File: config.mk
export PLATFORM = sky130hd
export DESIGN_NAME = divider_programmable_flat
export DESIGN_NICKNAME = d
export VERILOG_FILES = /design/src/rtl/divider_programmable_pkg.sv /design/src/rtl/divider_programmable_if.sv /design/src/rtl/divider_ratio_shadow.sv /design/src/rtl/divider_programmable.sv /design/src/flat_wrapper.sv
export SDC_FILE = /design/constraint.sdc
export NUM_CORES = 1
export LEC_CHECK = 0
export ABC_AREA = 1
export ABC_CLOCK_PERIOD_IN_PS = 3600
export CORE_UTILIZATION = 53
export CTS_BUF_LIST = sky130_fd_sc_hd__clkbuf_8
export DETAILED_ROUTE_END_ITERATION = 7
export GPL_TIMING_DRIVEN = 0
export PLACE_DENSITY = 0.79
export REMOVE_ABC_BUFFERS = 1
export SYNTH_ARGS = -nofsm -noshare
export SYNTH_HDL_FRONTEND = slang
export SYNTH_HIERARCHICAL = 1
export SYNTH_SLANG_ARGS = --single-unit
File: constraint.sdc
create_clock -name clkin -period 3.6 [get_ports clkin]
set_input_delay 0.54 -clock clkin [delete_from_list [all_inputs] [get_ports clkin]]
set_output_delay 0.54 -clock clkin [all_outputs]
set_load 0.01 [all_outputs]
File: src/rtl/divider_programmable_pkg.sv
// Shared types and constants for the programmable clock divider.
package divider_programmable_pkg;

    // Top-level sequencing: stopped, running, finishing the current period.
    typedef enum logic [1:0] {
        IDLE  = 2'd0,
        RUN   = 2'd1,
        DRAIN = 2'd2
    } state_t;

    // Smallest ratio that still yields a real high and a real low phase.
    localparam int MIN_DIV = 2;

endpackage

File: src/rtl/divider_programmable_if.sv
// Control/status bundle of the programmable divider.
interface divider_programmable_if #(
    parameter int W = 8
);
    logic         en;
    logic [W-1:0] div_in;
    logic         div_load;
    logic         div_ack;
    logic         clkout;
    logic         tick;
    logic         running;
    logic         ratio_err;

    // Divider side.
    modport slave (
        input  en, div_in, div_load,
        output div_ack, clkout, tick, running, ratio_err
    );

    // Controller side.
    modport master (
        output en, div_in, div_load,
        input  div_ack, clkout, tick, running, ratio_err
    );
endinterface

File: src/rtl/divider_ratio_shadow.sv
// Shadow/active ratio pair: loads are clamped and parked in the shadow
// register, and only move to the active ratio when the sequencer says a
// period boundary (or idle) allows it.
module divider_ratio_shadow
    import divider_programmable_pkg::*;
#(
    parameter int W           = 8,
    parameter int DEFAULT_DIV = 4
) (
    input  logic         clkin,
    input  logic         rst_n,
    input  logic [W-1:0] div_in,
    input  logic         div_load,
    input  logic         apply,
    output logic [W-1:0] active,
    output logic         pending,
    output logic         div_ack,
    output logic         ratio_err
);

    logic [W-1:0] shadow;

    // Apply uses the old shadow; a load on the same edge re-arms pending
    // with the new value, so it waits for the following boundary.
    always_ff @(posedge clkin) begin
        if (!rst_n) begin
            active    <= W'(DEFAULT_DIV);
            shadow    <= W'(DEFAULT_DIV);
            pending   <= 1'b0;
            div_ack   <= 1'b0;
            ratio_err <= 1'b0;
        end else begin
            div_ack <= apply;
            if (apply) begin
                active  <= shadow;
                pending <= 1'b0;
            end
            if (div_load) begin
                pending <= 1'b1;
                if (div_in < W'(MIN_DIV)) begin
                    shadow    <= W'(MIN_DIV);
                    ratio_err <= 1'b1;
                end else begin
                    shadow <= div_in;
                end
            end
        end
    end

endmodule

File: src/rtl/divider_programmable.sv
// Programmable integer clock divider: registered near-50% clkout, a tick
// strobe on the last cycle of each period, and ratio changes that only take
// effect on period boundaries.
module divider_programmable
    import divider_programmable_pkg::*;
#(
    parameter int W           = 8,
    parameter int DEFAULT_DIV = 4
) (
    input  logic                  clkin,
    input  logic                  rst_n,
    divider_programmable_if.slave bus
);

    state_t       state, state_n;
    logic [W-1:0] cnt, cnt_n;
    logic [W-1:0] active, r_m1, high_len;
    logic         clkout_q, clkout_n;
    logic         tick_q, tick_n;
    logic         pending, apply, boundary;
    logic         div_ack, ratio_err;

    divider_ratio_shadow #(
        .W           (W),
        .DEFAULT_DIV (DEFAULT_DIV)
    ) u_shadow (
        .clkin     (clkin),
        .rst_n     (rst_n),
        .div_in    (bus.div_in),
        .div_load  (bus.div_load),
        .apply     (apply),
        .active    (active),
        .pending   (pending),
        .div_ack   (div_ack),
        .ratio_err (ratio_err)
    );

    assign r_m1     = active - W'(1);
    assign high_len = active - (active >> 1);
    // >= rather than == so a stray counter value wraps instead of running on.
    assign boundary = (cnt >= r_m1);

    // Next state, next count and the registered output values derived from
    // the next count. A boundary always restarts at 0, where clkout is high
    // and tick low whatever the new ratio, so the old ratio is safe to use.
    always_comb begin
        state_n = state;
        cnt_n   = '0;
        apply   = 1'b0;
        case (state)
            IDLE: begin
                apply = pending;
                if (bus.en) state_n = RUN;
            end
            RUN, DRAIN: begin
                if (boundary) begin
                    if (bus.en) begin
                        state_n = RUN;
                        apply   = pending;
                    end else begin
                        state_n = IDLE;
                    end
                end else begin
                    cnt_n   = cnt + W'(1);
                    state_n = bus.en ? RUN : DRAIN;
                end
            end
            default: state_n = IDLE;
        endcase
        clkout_n = (state_n != IDLE) && (cnt_n < high_len);
        tick_n   = (state_n != IDLE) && (cnt_n == r_m1);
    end

    // State, counter and output registers; reset drops clkout immediately.
    always_ff @(posedge clkin) begin
        if (!rst_n) begin
            state    <= IDLE;
            cnt      <= '0;
            clkout_q <= 1'b0;
            tick_q   <= 1'b0;
        end else begin
            state    <= state_n;
            cnt      <= cnt_n;
            clkout_q <= clkout_n;
            tick_q   <= tick_n;
        end
    end

    assign bus.clkout    = clkout_q;
    assign bus.tick      = tick_q;
    assign bus.running   = (state != IDLE);
    assign bus.div_ack   = div_ack;
    assign bus.ratio_err = ratio_err;

endmodule

File: src/flat_wrapper.sv
// flat-port wrapper written by rule: the top's interface ports become plain ports
module divider_programmable_flat import divider_programmable_pkg::*;
#(
    parameter int W           = 8,
    parameter int DEFAULT_DIV = 4
)
  (clkin, rst_n, bus_en, bus_div_in, bus_div_load, bus_div_ack, bus_clkout, bus_tick, bus_running, bus_ratio_err);
  divider_programmable_if #(.W(W)) bus_i ();
  input  logic clkin;
  input  logic rst_n;
  input wire logic [$bits(bus_i.en)-1:0] bus_en;
  input wire logic [$bits(bus_i.div_in)-1:0] bus_div_in;
  input wire logic [$bits(bus_i.div_load)-1:0] bus_div_load;
  output wire logic [$bits(bus_i.div_ack)-1:0] bus_div_ack;
  output wire logic [$bits(bus_i.clkout)-1:0] bus_clkout;
  output wire logic [$bits(bus_i.tick)-1:0] bus_tick;
  output wire logic [$bits(bus_i.running)-1:0] bus_running;
  output wire logic [$bits(bus_i.ratio_err)-1:0] bus_ratio_err;
  assign bus_i.en = bus_en;
  assign bus_i.div_in = bus_div_in;
  assign bus_i.div_load = bus_div_load;
  assign bus_div_ack = bus_i.div_ack;
  assign bus_clkout = bus_i.clkout;
  assign bus_tick = bus_i.tick;
  assign bus_running = bus_i.running;
  assign bus_ratio_err = bus_i.ratio_err;
  divider_programmable #(.W(W), .DEFAULT_DIV(DEFAULT_DIV)) u_core (.clkin(clkin), .rst_n(rst_n), .bus(bus_i));
endmodule
==> impl_metrics.toml <==
[grt]
grt_overflow = 0
grtUsageMet3 = 0.0543
global_route.usage.total = 0.227
grt_first_pass_wirelength_um = 7910
grt_max_degree = 19
grt.busiest_layer = "met2"
grt_antenna_before_repair = 0
met2_track_utilization_from_global_routing = 0.439
grt_use_met1 = 0.227
grt_pass1_vias = 1981

[power]
power_per_cell_area_nw_per_um2 = 430
total_leakage_power_nw = 1.39
p_total_mw = 1.15
clkPwrFrac = 0.238
p_sw_mw = 0.456
power_report.internal_total_mw = 0.690
irDropWorstVdd_v = 0.000286
power.sequential.fraction = 0.342
sw_frac_of_total = 0.398
share_comb_of_total_power = 0.420

[min_path]
holdCritStartpoint = "u_core/u_shadow/shadow[6]"
hold_path.class = "register to register"

[place]
globalplace.congestion = 0.812
port_buffers = 16
post-dp-hpwl_um = 3740

[routing]
drc_violation_count_after_routing = 0
first_pass_drt_iterations = 4
detailroute.via_count = 2035
vias_per_cell = 4.94
detail-route-antenna-nets = 0
detail_route.wirelength_um = 4600
starting_drc_count_in_detailed_routing = 68
avgRoutedWirePerCell_um = 11.2

[timing]
post-route-period-util = 0.933
worstMarginPinSlew_ps = 585
whs_ps = 459
finalWorstPathRequiredPeriod_ps = 3360
max_freq_mhz = 298
finalHoldViolCount = 0
setup_viols_final = 0
maxSlewViolCount = 0
clock_skew_ps = 7.25
sum_of_negative_setup_slack_ps = 0
slew_headroom = 0.609

[logic_synthesis]
synth_largest_type_area_fraction = 0.263
post_synth_xor_area_fraction = 0.0662
post_synth_and_or_nand_nor_area_fraction = 0.261
synth_seq_cells = 31
synth_area_per_cell_um2 = 6.89
synth_area_leaders = "sky130_fd_sc_hd__dfxtp_1, sky130_fd_sc_hd__ha_1, sky130_fd_sc_hd__nand2_1, sky130_fd_sc_hd__inv_1, sky130_fd_sc_hd__nor2_1"
synth_mux_area_frac = 0
ys_seq_area_frac = 0.263
compound_gate_fraction_of_synth_area = 0.109
synth.yosys.warnings = 6
largest_family_of_logic_cells_by_synthesized_area = "simple AND/OR/NAND/NOR gates"
netlist_instances = 343
synth.largest_area_cell = "sky130_fd_sc_hd__dfxtp_1"
synth_async_sr_flop_share = 0
synth.lib_cells_used.distinct = 29
synth-adder-area-share = 0.183
synth-main-ff-cell = "sky130_fd_sc_hd__dfxtp_1"
number_of_enable_type_register_cells_in_the_synthesized_netlist = 0
synthesized_cell_area_um2 = 2360

[clocking]
clockRootBuffer = "sky130_fd_sc_hd__clkbuf_8"
cts_buffers = 5
post_cts_hold_buffer_count = 0
post_cts.repair.setup_buffers = 0
cts.repair.resized = 0
clk_pin_slew_ps = 70
clk_path_buf_depth = 2
ctsHtreeMaxLevel = 2
tritoncts_clock_tree = "yes"
numClockSinks = 31
worst_skew_late_latency_ps = 290

[die]
die_area_um2 = 4730
io-pin-count = 17
dieHeight_um = 68.8
fp-row-count = 23
initial_utilization = 0.570
die_w_um = 68.8
core_area_um2 = 4140

[cells_and_area]
finish.net_count = 407
num_antenna_cells = 0
drive_above_1_share = 0.0580
area_growth_syn_to_layout_pct = 12.8

[setup_path]
worst-endpoint-arrival_ps = 3580
critical_path_class = "register to register"
worstPathRequired_ps = 3820
crit_path_end_kind = "register"
crit-reg2reg-launch = "u_core/u_shadow/active[2]"
highest_net_fanout_along_the_worst_path = 6
setup.worst_path.start_class = "register"
crit_path_start = "u_core/u_shadow/active[2]"

[status]
result_of_the_run = "complete, no violations"

[run]
max_cap_violations = 0
worst max-delay path, stage by stage, from the launching register on:
cell,delay (ps)
sky130_fd_sc_hd__dfxtp_1,390
sky130_fd_sc_hd__inv_1,150
sky130_fd_sc_hd__ha_1,230
sky130_fd_sc_hd__nand3_1,70
sky130_fd_sc_hd__nand3_1,130
sky130_fd_sc_hd__nor2_2,160
sky130_fd_sc_hd__xor2_2,250
sky130_fd_sc_hd__inv_1,70
sky130_fd_sc_hd__ha_1,310
sky130_fd_sc_hd__nand2_1,120
sky130_fd_sc_hd__nor2_2,200
sky130_fd_sc_hd__nand2_4,110
sky130_fd_sc_hd__nand2_1,130
sky130_fd_sc_hd__nor2_1,50
sky130_fd_sc_hd__nand2_1,130
sky130_fd_sc_hd__inv_1,60
sky130_fd_sc_hd__ha_1,300
sky130_fd_sc_hd__a211oi_1,220
sky130_fd_sc_hd__nand2_1,80
sky130_fd_sc_hd__a21oi_1,120
cell usage after synthesis, types with 3 or more instances:
library cell and n:
sky130_fd_sc_hd__a21oi_1 22, sky130_fd_sc_hd__buf_4 3, sky130_fd_sc_hd__dfxtp_1 31, sky130_fd_sc_hd__ha_1 33
sky130_fd_sc_hd__inv_1 64, sky130_fd_sc_hd__nand2_1 72, sky130_fd_sc_hd__nand3_1 15, sky130_fd_sc_hd__nand4_1 5
sky130_fd_sc_hd__nor2_1 44, sky130_fd_sc_hd__nor3_1 4, sky130_fd_sc_hd__o21ai_0 13, sky130_fd_sc_hd__xor2_1 15
flip-flops by register name, summed over array words and instances, names as in the netlist:
name and flops:
u_core/cnt 8, u_core/u_shadow/active 8, u_core/u_shadow/shadow 8, u_core/state 2, u_core/bus.clkout 1, u_core/bus.tick 1
u_core/u_shadow/div_ack 1, u_core/u_shadow/pending 1, u_core/u_shadow/ratio_err 1
final timing paths:
kind	end	slack, ps	cells past startpoint
setup reg to reg	u_core/bus.clkout	240	19
hold reg to reg	u_core/u_shadow/shadow[6]	460	2
setup / recovery	u_core/bus.clkout	240	19
hold / removal	u_core/u_shadow/shadow[6]	460	2
cell usage in the layout, fill, tap and decap left out:
| cell | netlist | final |
|---|---|---|
| sky130_fd_sc_hd__clkinv_2 | 0 | 1 |
| sky130_fd_sc_hd__o2111ai_1 | 1 | 1 |
| sky130_fd_sc_hd__o21ai_0 | 13 | 13 |
| sky130_fd_sc_hd__nor2_1 | 44 | 42 |
| sky130_fd_sc_hd__dfxtp_2 | 0 | 1 |
| sky130_fd_sc_hd__o21bai_1 | 2 | 2 |
| sky130_fd_sc_hd__nand4_1 | 5 | 5 |
| sky130_fd_sc_hd__xnor2_1 | 1 | 1 |
| sky130_fd_sc_hd__a211oi_1 | 1 | 1 |
| sky130_fd_sc_hd__o31ai_1 | 1 | 1 |
| sky130_fd_sc_hd__nor3_1 | 4 | 4 |
| sky130_fd_sc_hd__o211ai_1 | 2 | 2 |
| sky130_fd_sc_hd__clkbuf_8 | 0 | 5 |
| sky130_fd_sc_hd__nand2_4 | 1 | 1 |
| sky130_fd_sc_hd__clkinvlp_4 | 0 | 2 |
| sky130_fd_sc_hd__nand3_4 | 1 | 1 |
| sky130_fd_sc_hd__dfxtp_1 | 31 | 30 |
| sky130_fd_sc_hd__inv_2 | 2 | 2 |
| sky130_fd_sc_hd__nand3_1 | 15 | 15 |
| sky130_fd_sc_hd__nor2_2 | 1 | 3 |
| sky130_fd_sc_hd__nor2_8 | 1 | 1 |
| sky130_fd_sc_hd__a21oi_4 | 0 | 1 |
| sky130_fd_sc_hd__a21oi_2 | 2 | 1 |
| sky130_fd_sc_hd__nand2_1 | 72 | 72 |
| sky130_fd_sc_hd__o21ai_1 | 2 | 2 |
| sky130_fd_sc_hd__xor2_1 | 15 | 14 |
| sky130_fd_sc_hd__fa_1 | 1 | 1 |
| sky130_fd_sc_hd__xor2_2 | 1 | 2 |
| sky130_fd_sc_hd__inv_1 | 64 | 64 |
| sky130_fd_sc_hd__clkdlybuf4s50_1 | 0 | 16 |
| sky130_fd_sc_hd__ha_1 | 33 | 33 |
| sky130_fd_sc_hd__a21oi_1 | 22 | 22 |
final cells by class:
cell class	count	area, um2
Timing Repair Buffer	16	160
Tap cell	50	62.6
Clock buffer	5	68.8
Clock inverter	3	20.0
Multi-Input combinational cell	241	1480
Sequential cell	31	622
Fill cell	380	1480
Inverter	66	248
power groups by stage:
| stage | Sequential (mW) | Clock [mW] | Combinational [mW] |
|---|---|---|---|
| 5_1_grt | 0.396 | 0.298 | 0.553 |
| 3_5_place_dp | 0.399 | 0 | 0.469 |
| 2_1_floorplan | 0.394 | 0 | 0.354 |
| 6_report | 0.392 | 0.273 | 0.481 |
| 3_3_place_gp | 0.398 | 0 | 0.448 |
| 4_1_cts | 0.391 | 0.279 | 0.471 |
metal layers:
metal  share of wire  vias up
met5               0        -
met4           0.027        0
met3           0.031        9
met2            0.50       27
met1            0.45      895
li1                -     1104
cells by family after synthesis:
family | count (synthesis)
AO/OA/AOI/OAI | 46
XOR/XNOR | 17
adder cells (fa/ha/maj) | 34
buffers and inverters | 71
flip-flops | 31
AND/OR/NAND/NOR | 144
stage by stage:
stage	instances	util	area [um2]	setup WS (ps)
6_report	412	0.643	2660	242
5_1_grt	412	0.643	2660	-38.0
4_1_cts	412	0.638	2640	141
3_5_place_dp	404	0.616	2550	197
3_3_place_gp	404	0.616	2550	265
2_1_floorplan	338	-	2330	595
Note: power is estimated with default switching activity, not from simulation.
